<file path="src/rtl/dmem_pkg.sv">
// Shared types and defaults for the data-memory arbiter.
// Owner tags mark which requester a registered response belongs to.
package dmem_pkg;

    localparam int DMEM_ADDR_W = 12;
    localparam int DMEM_DATA_W = 32;
    localparam int STREAK_W    = 4;

    typedef enum logic [1:0] {
        OWN_NONE = 2'd0,
        OWN_PROC = 2'd1,
        OWN_HOST = 2'd2
    } own_e;

endpackage

</file>
<file path="src/rtl/dmem_arbiter_if.sv">
// Processor, host and dmem signal bundle around the arbiter.
// slave is the arbiter's view; master is the requester/memory view.
interface dmem_arbiter_if
    import dmem_pkg::*;
#(
    parameter int ADDR_W = DMEM_ADDR_W,
    parameter int DATA_W = DMEM_DATA_W
) ();

    logic              proc_req;
    logic              proc_wren;
    logic [ADDR_W-1:0] proc_addr;
    logic [DATA_W-1:0] proc_wdata;
    logic              proc_stall;
    logic [DATA_W-1:0] proc_rdata;
    logic              proc_rvalid;

    logic              host_req;
    logic              host_wren;
    logic [ADDR_W-1:0] host_addr;
    logic [DATA_W-1:0] host_wdata;
    logic              host_gnt;
    logic [DATA_W-1:0] host_rdata;
    logic              host_rvalid;

    logic [ADDR_W-1:0] mem_address;
    logic [DATA_W-1:0] mem_data;
    logic              mem_wren;
    logic [DATA_W-1:0] mem_q;

    modport slave (
        input  proc_req, proc_wren, proc_addr, proc_wdata,
        output proc_stall, proc_rdata, proc_rvalid,
        input  host_req, host_wren, host_addr, host_wdata,
        output host_gnt, host_rdata, host_rvalid,
        output mem_address, mem_data, mem_wren,
        input  mem_q
    );

    modport master (
        output proc_req, proc_wren, proc_addr, proc_wdata,
        input  proc_stall, proc_rdata, proc_rvalid,
        output host_req, host_wren, host_addr, host_wdata,
        input  host_gnt, host_rdata, host_rvalid,
        input  mem_address, mem_data, mem_wren,
        output mem_q
    );

endinterface

</file>
<file path="src/rtl/dmem_arb_pick.sv">
// Combinational winner selection: processor first, host forced
// once the contended streak reaches MAX_WAIT.
module dmem_arb_pick
    import dmem_pkg::*;
#(
    parameter int MAX_WAIT = 4
) (
    input  logic                proc_req,
    input  logic                host_req,
    input  logic [STREAK_W-1:0] streak,
    output logic                win_proc,
    output logic                win_host
);

    localparam logic [STREAK_W-1:0] MW = STREAK_W'(MAX_WAIT);

    always_comb begin
        win_proc = 1'b0;
        win_host = 1'b0;
        unique case (1'b1)
            (proc_req && !host_req): win_proc = 1'b1;
            (!proc_req && host_req): win_host = 1'b1;
            (proc_req && host_req && streak <  MW): win_proc = 1'b1;
            (proc_req && host_req && streak >= MW): win_host = 1'b1;
            default: ;
        endcase
    end

endmodule

</file>
<file path="src/rtl/dmem_arbiter.sv">
// Shares single-port dmem between the MEM stage and the host port,
// with bounded host starvation and owner-tagged read responses.
module dmem_arbiter
    import dmem_pkg::*;
#(
    parameter int ADDR_W   = DMEM_ADDR_W,
    parameter int DATA_W   = DMEM_DATA_W,
    parameter int MAX_WAIT = 4
) (
    input logic           clock,
    input logic           reset,
    dmem_arbiter_if.slave bus
);

    localparam logic [STREAK_W-1:0] MW = STREAK_W'(MAX_WAIT);

    logic [STREAK_W-1:0] streak;
    logic                win_proc;
    logic                win_host;

    logic [ADDR_W-1:0]   addr_mux;
    logic [DATA_W-1:0]   data_mux;
    logic                wren_mux;
    logic                stall;
    logic                gnt;

    own_e                resp_own;
    logic                resp_rd;
    logic [DATA_W-1:0]   proc_rd_q;
    logic [DATA_W-1:0]   host_rd_q;

    dmem_arb_pick #(
        .MAX_WAIT (MAX_WAIT)
    ) u_pick (
        .proc_req (bus.proc_req),
        .host_req (bus.host_req),
        .streak   (streak),
        .win_proc (win_proc),
        .win_host (win_host)
    );

    // Nothing reaches dmem or the handshakes while in reset.
    always_comb begin
        addr_mux = '0;
        data_mux = '0;
        wren_mux = 1'b0;
        stall    = 1'b0;
        gnt      = 1'b0;
        if (reset) begin
            unique case (1'b1)
                win_proc: begin
                    addr_mux = bus.proc_addr;
                    data_mux = bus.proc_wdata;
                    wren_mux = bus.proc_wren;
                end
                win_host: begin
                    addr_mux = bus.host_addr;
                    data_mux = bus.host_wdata;
                    wren_mux = bus.host_wren;
                end
                default: ;
            endcase
            stall = bus.proc_req & ~win_proc;
            gnt   = win_host;
        end
    end

    assign bus.mem_address = addr_mux;
    assign bus.mem_data    = data_mux;
    assign bus.mem_wren    = wren_mux;
    assign bus.proc_stall  = stall;
    assign bus.host_gnt    = gnt;

    always_ff @(posedge clock or negedge reset) begin
        if (!reset) begin
            streak <= '0;
        end else if (!bus.host_req || win_host) begin
            streak <= '0;
        end else if (win_proc && streak < MW) begin
            streak <= streak + 1'b1;
        end
    end

    // mem_q is valid at the edge closing the issue cycle.
    always_ff @(posedge clock or negedge reset) begin
        if (!reset) begin
            resp_own  <= OWN_NONE;
            resp_rd   <= 1'b0;
            proc_rd_q <= '0;
            host_rd_q <= '0;
        end else begin
            resp_own <= OWN_NONE;
            resp_rd  <= 1'b0;
            if (win_proc) begin
                resp_own <= OWN_PROC;
                resp_rd  <= ~bus.proc_wren;
                if (!bus.proc_wren) proc_rd_q <= bus.mem_q;
            end else if (win_host) begin
                resp_own <= OWN_HOST;
                resp_rd  <= ~bus.host_wren;
                if (!bus.host_wren) host_rd_q <= bus.mem_q;
            end
        end
    end

    assign bus.proc_rdata  = proc_rd_q;
    assign bus.host_rdata  = host_rd_q;
    assign bus.proc_rvalid = resp_rd && (resp_own == OWN_PROC);
    assign bus.host_rvalid = resp_rd && (resp_own == OWN_HOST);

endmodule

</file>
<file path="src/flat_wrapper.sv">
// flat-port wrapper written by rule: the top's interface ports become plain ports
module dmem_arbiter_flat import dmem_pkg::*;
#(
    parameter int ADDR_W   = DMEM_ADDR_W,
    parameter int DATA_W   = DMEM_DATA_W,
    parameter int MAX_WAIT = 4
)
  (clock, reset, bus_proc_req, bus_proc_wren, bus_proc_addr, bus_proc_wdata, bus_proc_stall, bus_proc_rdata, bus_proc_rvalid, bus_host_req, bus_host_wren, bus_host_addr, bus_host_wdata, bus_host_gnt, bus_host_rdata, bus_host_rvalid, bus_mem_address, bus_mem_data, bus_mem_wren, bus_mem_q);
  dmem_arbiter_if #(.ADDR_W(ADDR_W), .DATA_W(DATA_W)) bus_i ();
  input logic clock;
  input logic reset;
  input wire logic [$bits(bus_i.proc_req)-1:0] bus_proc_req;
  input wire logic [$bits(bus_i.proc_wren)-1:0] bus_proc_wren;
  input wire logic [$bits(bus_i.proc_addr)-1:0] bus_proc_addr;
  input wire logic [$bits(bus_i.proc_wdata)-1:0] bus_proc_wdata;
  output wire logic [$bits(bus_i.proc_stall)-1:0] bus_proc_stall;
  output wire logic [$bits(bus_i.proc_rdata)-1:0] bus_proc_rdata;
  output wire logic [$bits(bus_i.proc_rvalid)-1:0] bus_proc_rvalid;
  input wire logic [$bits(bus_i.host_req)-1:0] bus_host_req;
  input wire logic [$bits(bus_i.host_wren)-1:0] bus_host_wren;
  input wire logic [$bits(bus_i.host_addr)-1:0] bus_host_addr;
  input wire logic [$bits(bus_i.host_wdata)-1:0] bus_host_wdata;
  output wire logic [$bits(bus_i.host_gnt)-1:0] bus_host_gnt;
  output wire logic [$bits(bus_i.host_rdata)-1:0] bus_host_rdata;
  output wire logic [$bits(bus_i.host_rvalid)-1:0] bus_host_rvalid;
  output wire logic [$bits(bus_i.mem_address)-1:0] bus_mem_address;
  output wire logic [$bits(bus_i.mem_data)-1:0] bus_mem_data;
  output wire logic [$bits(bus_i.mem_wren)-1:0] bus_mem_wren;
  input wire logic [$bits(bus_i.mem_q)-1:0] bus_mem_q;
  assign bus_i.proc_req = bus_proc_req;
  assign bus_i.proc_wren = bus_proc_wren;
  assign bus_i.proc_addr = bus_proc_addr;
  assign bus_i.proc_wdata = bus_proc_wdata;
  assign bus_proc_stall = bus_i.proc_stall;
  assign bus_proc_rdata = bus_i.proc_rdata;
  assign bus_proc_rvalid = bus_i.proc_rvalid;
  assign bus_i.host_req = bus_host_req;
  assign bus_i.host_wren = bus_host_wren;
  assign bus_i.host_addr = bus_host_addr;
  assign bus_i.host_wdata = bus_host_wdata;
  assign bus_host_gnt = bus_i.host_gnt;
  assign bus_host_rdata = bus_i.host_rdata;
  assign bus_host_rvalid = bus_i.host_rvalid;
  assign bus_mem_address = bus_i.mem_address;
  assign bus_mem_data = bus_i.mem_data;
  assign bus_mem_wren = bus_i.mem_wren;
  assign bus_i.mem_q = bus_mem_q;
  dmem_arbiter #(.ADDR_W(ADDR_W), .DATA_W(DATA_W), .MAX_WAIT(MAX_WAIT)) u_core (.clock(clock), .reset(reset), .bus(bus_i));
endmodule
</file>
<file path="config.mk">
export PLATFORM = sky130hd
export DESIGN_NAME = dmem_arbiter_flat
export DESIGN_NICKNAME = d
export VERILOG_FILES = /design/src/rtl/dmem_pkg.sv /design/src/rtl/dmem_arbiter_if.sv /design/src/rtl/dmem_arb_pick.sv /design/src/rtl/dmem_arbiter.sv /design/src/flat_wrapper.sv
export SDC_FILE = /design/constraint.sdc
export NUM_CORES = 1
export LEC_CHECK = 0
export CAP_MARGIN = 25
export CORE_AREA = 5 5 90 92
export CTS_CLUSTER_SIZE = 8
export DETAILED_ROUTE_END_ITERATION = 10
export DIE_AREA = 0 0 95 97
export DONT_BUFFER_PORTS = 1
export GPL_ROUTABILITY_DRIVEN = 0
export PLACE_DENSITY = 0.6
export SLEW_MARGIN = 30
export SYNTH_ARGS = -nofsm -noshare
export SYNTH_HDL_FRONTEND = slang
export SYNTH_HIERARCHICAL = 1
export SYNTH_SLANG_ARGS = --single-unit
</file>
<file path="constraint.sdc">
create_clock -name clock -period 2.5 [get_ports clock]
set_clock_uncertainty 0.2 [all_clocks]
set_input_delay 0.5 -clock clock [delete_from_list [all_inputs] [get_ports clock]]
set_output_delay 0.5 -clock clock [all_outputs]
set_load 0.03 [all_outputs]
</file>
==> results of run 1 <==
-- how the worst max path moves through the flow --
stage,startpoint,endpoint,slack (ns),cells past startpoint
after floorplan,bus_host_req,bus_mem_address[10],0.04,5
after global placement,bus_host_req,bus_mem_address[6],0.07,5
after detailed placement,bus_host_req,bus_mem_address[5],0.04,5
after CTS,u_core/streak[3]$_DFFE_PN0P_,bus_mem_address[5],0.02,5
after global routing,u_core/streak[3]$_DFFE_PN0P_,bus_mem_data[28],0.01,5
final,u_core/streak[3]$_DFFE_PN0P_,bus_mem_data[28],0.08,5
-- layout by cell type, fill, tap and decap left out, drive strengths merged --
cell and n:
a21boi 1, a21oi 1, a22o 45, and2 7
and2b 1, and3b 1, buf 55, bufinv 1
clkbuf 10, clkinv 1, clkinvlp 2, dfrtp 71
diode 1, dlygate4sd3 1, ha 1, inv 4
mux2 64, mux2i 2, nand2 3, nand2b 2
nand3b 4, nor2 4, nor3b 2, o21ai 1
or3b 2
-- layout make-up --
type                       instances  area (µm²)
clock buffer                      10       127.6
clock inverter                     6       67.56
multi-input combinational        141        1391
sequential                        71        1778
inverter                           2       7.507
fill                             605        3171
timing repair buffer              56       467.9
tap                               99       123.9
antenna                            1       2.502
-- logic make-up after synthesis --
group                      after synthesis  synth area share, %
AOI/OAI and AO/OA                       48                12.67
muxes                                   66                23.73
adders and majority gates                1               0.3851
and+or+nand+nor                         22                4.623
buffers and inverters                   19                3.891
DFF                                     71                54.70
-- metrics by stage --
stage	util, %	hold slack (ns)
2_1_floorplan	-	0.004409
3_3_place_gp	51.56	0.005830
3_5_place_dp	51.56	0.005542
4_1_cts	55.12	0.08368
5_1_grt	55.57	0.08366
6_report	55.57	0.1050
-- metal layers --
layer	routed length, µm	GRT usage, %	part of all wire, %	vias up
met5	11	0	0.11	-
met4	150	7.214	1.5	2
met3	1515	11.40	15	14
met2	5323	35.63	52	138
met1	3210	21.37	31	1050
li1	-	-	-	961
-- state kept, by name, summed over array words and instances, names as in the netlist --
signal                 count
u_core/bus.host_rdata     32
u_core/resp_rd             1
u_core/resp_own            2
u_core/streak              4
u_core/bus.proc_rdata     32
-- power by group through the flow --
stage	Sequential (mW)	Combinational [mW]	Clock, mW
floorplan	1.86	0.391	0
global placement	1.92	0.478	0
detailed placement	1.92	0.493	0
CTS	1.90	0.526	0.926
global route	1.92	0.569	0.975
finish	1.89	0.527	0.898
-- repair_timing --
action,4_1_cts,5_1_grt
hold endpoints to repair,71,0
endpoints found under the setup margin,46,45
pin swaps,2,2
gates cloned,1,3
gates resized for setup,3,5
hold buffers,2,0
buffers inserted,1,0
==> metrics.md, run 1 <==
| Metric | Value |
|---|---|
| Status | finished, final reports clean |
| Register-to-Register Path Depth | 5 |
| Crit Reg-Reg Startpoint | u_core/streak[2]$_DFFE_PN0P_ |
| Design Area, Final | 3966 µm² |
| Largest net degree at the start of global routing | 72 |
| Nets | 408 |
| Period utilization | 96.95% |
| Min Tclk post-route | 2.424 ns |
| Post-synth cell types | 27 |
| RSZ-0062 raised after global routing | false |
| Clock sinks | 71 |
| CP Launch Type | flip-flop |
| Clock Tree Buf Depth | 2 |
| Synthesis-stage register bit count | 71 |
| Number of CTS-inserted buffers | 9 |
| Max Cap Viol | 0 |
| Post-DP HPWL | 7728 µm |
| Logic pwr share | 15.9% |
| Routed vias/inst | 5.609 |
| Final max-slew violation count | 0 |
| Starting DRT DRC Count | 50 |
| Register area share after synthesis | 54.70% |
| Total number of vias | 2,165 |
| Worst endpoint required time | 1.80 ns |
| Worst ir drop on vdd | 0.5063 mV |
| Crit-path max FO | 11 |
| Antenna Violating Nets Remaining | 0 |
| Worst reg2reg endpoint | u_core/bus.host_rdata[25]$_DFFE_PN0P_ |
| Leakage | 1.814 nW |
| Synth area leaders | dfrtp_1 (55%), mux2_2 (19%), a22o_1 (12%) |
| WS Path Type | reg2out |
| Worst-path clk slew | 0.08 ns |
| Cell taking the most area after synthesis | dfrtp_1 |
| Hold Path Depth | 1 |
| I/O Buffers | 0 |
| Syn Nets | 354 |
| Worst Tran Pin Value | 0.7307 ns |
| Synth async-reset ratio | 100.0% |
| Die Area | 9215 µm² |
| Mapped Cells | 227 |
| Total power density per cell area | 836.0 nW/µm² |
| First-pass GRT wire length | 14,270 µm |
| Finished Layout Cells | 386 |
| Synth Cell Area | 3248 µm² |
| Setup WS post-layout | 0.07614 ns |
| Most frequent cell after synthesis | dfrtp_1 |
| NetSw | 1.224 mW |
| GRT Total Usage | 20.90% |
| Share of cells above drive strength 1 | 51.40% |
| HP Start | bus_mem_q[28] |
| Die height | 97 µm |
| Post-DP Area | 3680 µm² |
| CP endpoint kind | output port |
| CP Buf/Inv Count | 1 |
| Die width | 95 µm |
| Synth Flop Type | dfrtp_1 |
| Crit-path slowest cell | dfrtp_2 |
| Sw Ratio | 36.91% |
| Root Driver | clkbuf_8 |
| Reg2Reg Setup Slack | 0.29 ns |
| DR WL/cell | 26.46 µm |
| Sequential share of power | 57.0% |
| Synth top area share | 54.70% |
| Yosys warns | 6 |
| Crit-path cells | o21ai_1 > and2_2 > and2_4 > a22o_1 > buf_4 |
| Avg Synthesized Cell Area | 14.31 µm² |
| Setup TNS Final | 0 ns |
| H-tree levels | 3 |
| Final Power | 3.316 mW |
| Sink of the worst hold path | u_core/bus.host_rdata[28]$_DFFE_PN0P_ |
| Gr ovfl total | 0 |
| Row count | 31 |
| Synthesis-to-layout area growth | 22.11% |
| Final setup vio count | 0 |
| DRC errors left | 0 |
| Slew headroom | 51.11% |
| CP Data Arrival Time | 1.72 ns |
| Dpl cells | 362 |
| Initial Utilization | 45.51% |
| Setup WS pre-CTS | 0.03871 ns |
| Int Pwr | 2.092 mW |
| CP delay by family, top | simple AND/OR/NAND/NOR gates |
| Drt total wl | 10,210 µm |
| Crit-path max cell delay | 0.44 ns |
| Vias in the first global route | 2,288 |
| I/O Pins | 239 |
| Worst skew pair latency | 0.33 ns |
| Post-synth EDFFs | 0 |
| Worst hold-check path type | in2reg |
| Peak Freq | 412.6 MHz |
| TritonCTS clock tree | done |
| Initial antenna violation count | 2 |
| Clock share of power | 27.1% |
| First-pass DRT Iterations | 4 |
| Fin. Hold Viols | 0 |
| CORE AREA | 7137 µm² |
| Post-synth top cells | dfrtp_1 (71), mux2_2 (55), a22o_1 (45) |
Power figures use the tool's default switching activity.
==> run 2, diff against run 1 <==
Settings changed: SLEW_MARGIN 30 to default.
Clock period 2.5 ns to 2.25 ns, I/O delays scaled along.
==> run 2 against run 1 <==
The run now ends with negative hold slack, negative setup slack left. Die area unchanged. Combinational power increased by 11%. Critical path depth increased by 2. Highest routed layer is now met4. Sequential power increased by 11%. Largest power group unchanged. First-iteration DRC count increased by 150%. Worst setup slack got worse by 0.18 ns.
==> metrics.md, run 2 (synthesis results as in run 1) <==
| Metric | Value |
|---|---|
| Root Driver | clkbuf_8 |
| Met2 Routed Length | 5648 µm |
| Final setup vio count | 46 |
| Fin. Hold Viols | 71 |
| Worst endpoint required time | 1.60 ns |
| Multi-input logic area | 1767 µm² |
| Period utilization | 104.4% |
| First-pass GRT wire length | 15,620 µm |
| Crit path from | u_core/streak[3]$_DFFE_PN0P_ |
| Total number of vias | 2,115 |
| Crit Reg-Reg Startpoint | u_core/streak[2]$_DFFE_PN0P_ |
| Post-DP Area | 3452 µm² |
| Wire length on met1 | 3507 µm |
| Hold Slack | -0.4042 ns |
| Worst hold-check path type | in2async |
| GRT Total Usage | 23.38% |
| Gr ovfl total | 0 |
| Die height | 97 µm |
| I/O Buffers | 0 |
| Final Power | 3.842 mW |
| Fillcell total | 588 |
| Share of cells above drive strength 1 | 61.42% |
| Worst skew pair latency | 0.33 ns |
| Die width | 95 µm |
| Min Tclk post-route | 2.349 ns |
| RSZ-0062 raised after global routing | true |
| Failing checks | negative hold slack, negative setup slack |
| Starting DRT DRC Count | 124 |
| Nets | 376 |
| Most frequent cells in the layout | dfrtp_1 (71), mux2_2 (55), a22o_4 (39) |
| Row count | 31 |
| Highest routed layer | met4 |
| Commonest non-fill, non-tap cell in the layout | dfrtp_1 |
| Final max-slew violation count | 0 |
| CP Data Arrival Time | 1.70 ns |
| Worst ir drop on vdd | 0.6565 mV |
| Number of CTS-inserted buffers | 9 |
| DR WL/cell | 30.90 µm |
| Antenna Violating Nets Remaining | 0 |
| Slew headroom | 58.51% |
| Drt total wl | 10,910 µm |
| Initial Utilization | 45.51% |
| Largest net degree at the start of global routing | 82 |
| Routed met3 length | 1421 µm |
| Total power density per cell area | 920.8 nW/µm² |
| Post-DP HPWL | 7540 µm |
| First-pass DRT Iterations | 4 |
| Fin util | 58.47% |
| CORE AREA | 7137 µm² |
| Reg area | 1777 µm² |
| Worst Tran Pin Value | 0.6200 ns |
| CP Launch Type | flip-flop |
| Status | complete, but fails checks |
| Inserted Diodes | 0 |
| WS Path Type | reg2out |
| Synthesis-to-layout area growth | 28.47% |
| DRC errors left | 0 |
| CP endpoint kind | output port |
| Leakage | 1.892 nW |
| H-tree levels | 3 |
| Routed vias/inst | 5.992 |
| Max Cap Viol | 0 |
| TritonCTS clock tree | done |
| Clock sinks | 71 |
| Setup WS post-layout | -0.09914 ns |
| Worst-path clk slew | 0.08 ns |
| Setup WS pre-CTS | -0.07536 ns |
| Clock Tree Buf Depth | 2 |
| Die Area | 9215 µm² |
| Initial antenna violation count | 0 |
| Setup TNS Final | -2.638 ns |
| Vias in the first global route | 2,313 |
| Crit-path max FO | 6 |
| I/O Pins | 239 |
| Design Area, Final | 4173 µm² |
| Peak Freq | 425.7 MHz |
run 2: layout make-up:
type | count | area share (%)
inverter | 2 | 0.1799
clock inverter | 7 | 2.519
clock buffer | 9 | 2.969
multi-input combinational | 144 | 42.34
timing repair buffer | 21 | 6.447
sequential | 71 | 42.58
tap | 99 | 2.969
run 2: path summary, 6_finish.rpt:
| kind | end | slack [ns] | cells after the start |
|---|---|---|---|
| worst min register to register | u_core/streak[1]$_DFFE_PN0P_ | 0.36 | 2 |
| worst min-delay path | u_core/bus.host_rdata[8]$_DFFE_PN0P_ | -0.40 | 0 |
| min in group clock | u_core/bus.host_rdata[30]$_DFFE_PN0P_ | 0.05 | 1 |
| worst max register to register | u_core/bus.host_rdata[28]$_DFFE_PN0P_ | 0.19 | 8 |
| worst max-delay path | bus_mem_data[31] | -0.1 | 7 |
| max in group asynchronous | u_core/bus.proc_rdata[13]$_DFFE_PN0P_ | 2.13 | 0 |
run 2: worst max-delay path: stages, from the launching register on:
cell and delay [ns]:
dfrtp_1 0.40, buf_6 0.13, nor2_4 0.09, a21boi_2 0.06, and2_4 0.19, buf_12 0.15, a22o_1 0.21, buf_6 0.14
run 2: through the flow:
stage / hold slack (ns) / cells
6_report: -0.4042 / 353
5_1_grt: -0.4375 / 353
4_1_cts: -0.4272 / 353
3_5_place_dp: -0.04393 / 325
3_3_place_gp: -0.04365 / 325
2_1_floorplan: -0.04559 / 227
run 2: per-layer routing:
layer | vias up | track usage (%)
li1 | 899 | -
met1 | 1050 | 23.71
met2 | 147 | 40.46
met3 | 19 | 11.40
met4 | 0 | 9.212
met5 | - | 0
run 2: report_power, final:
part | switching, mW | leakage [nW] | internal, mW
Clock | 0.513 | 0.112 | 0.639
Combinational | 0.261 | 0.928 | 0.325
Sequential | 0.613 | 0.852 | 1.49
run 2: timing repair:
action / in CTS / in global routing
resized for setup: 60 / 1
endpoints found under the setup margin: 46 / 47
endpoints found under the hold margin: 71 / 71
setup buffers: 2 / 0
cloned: 10 / 0
pin swaps: 9 / 5
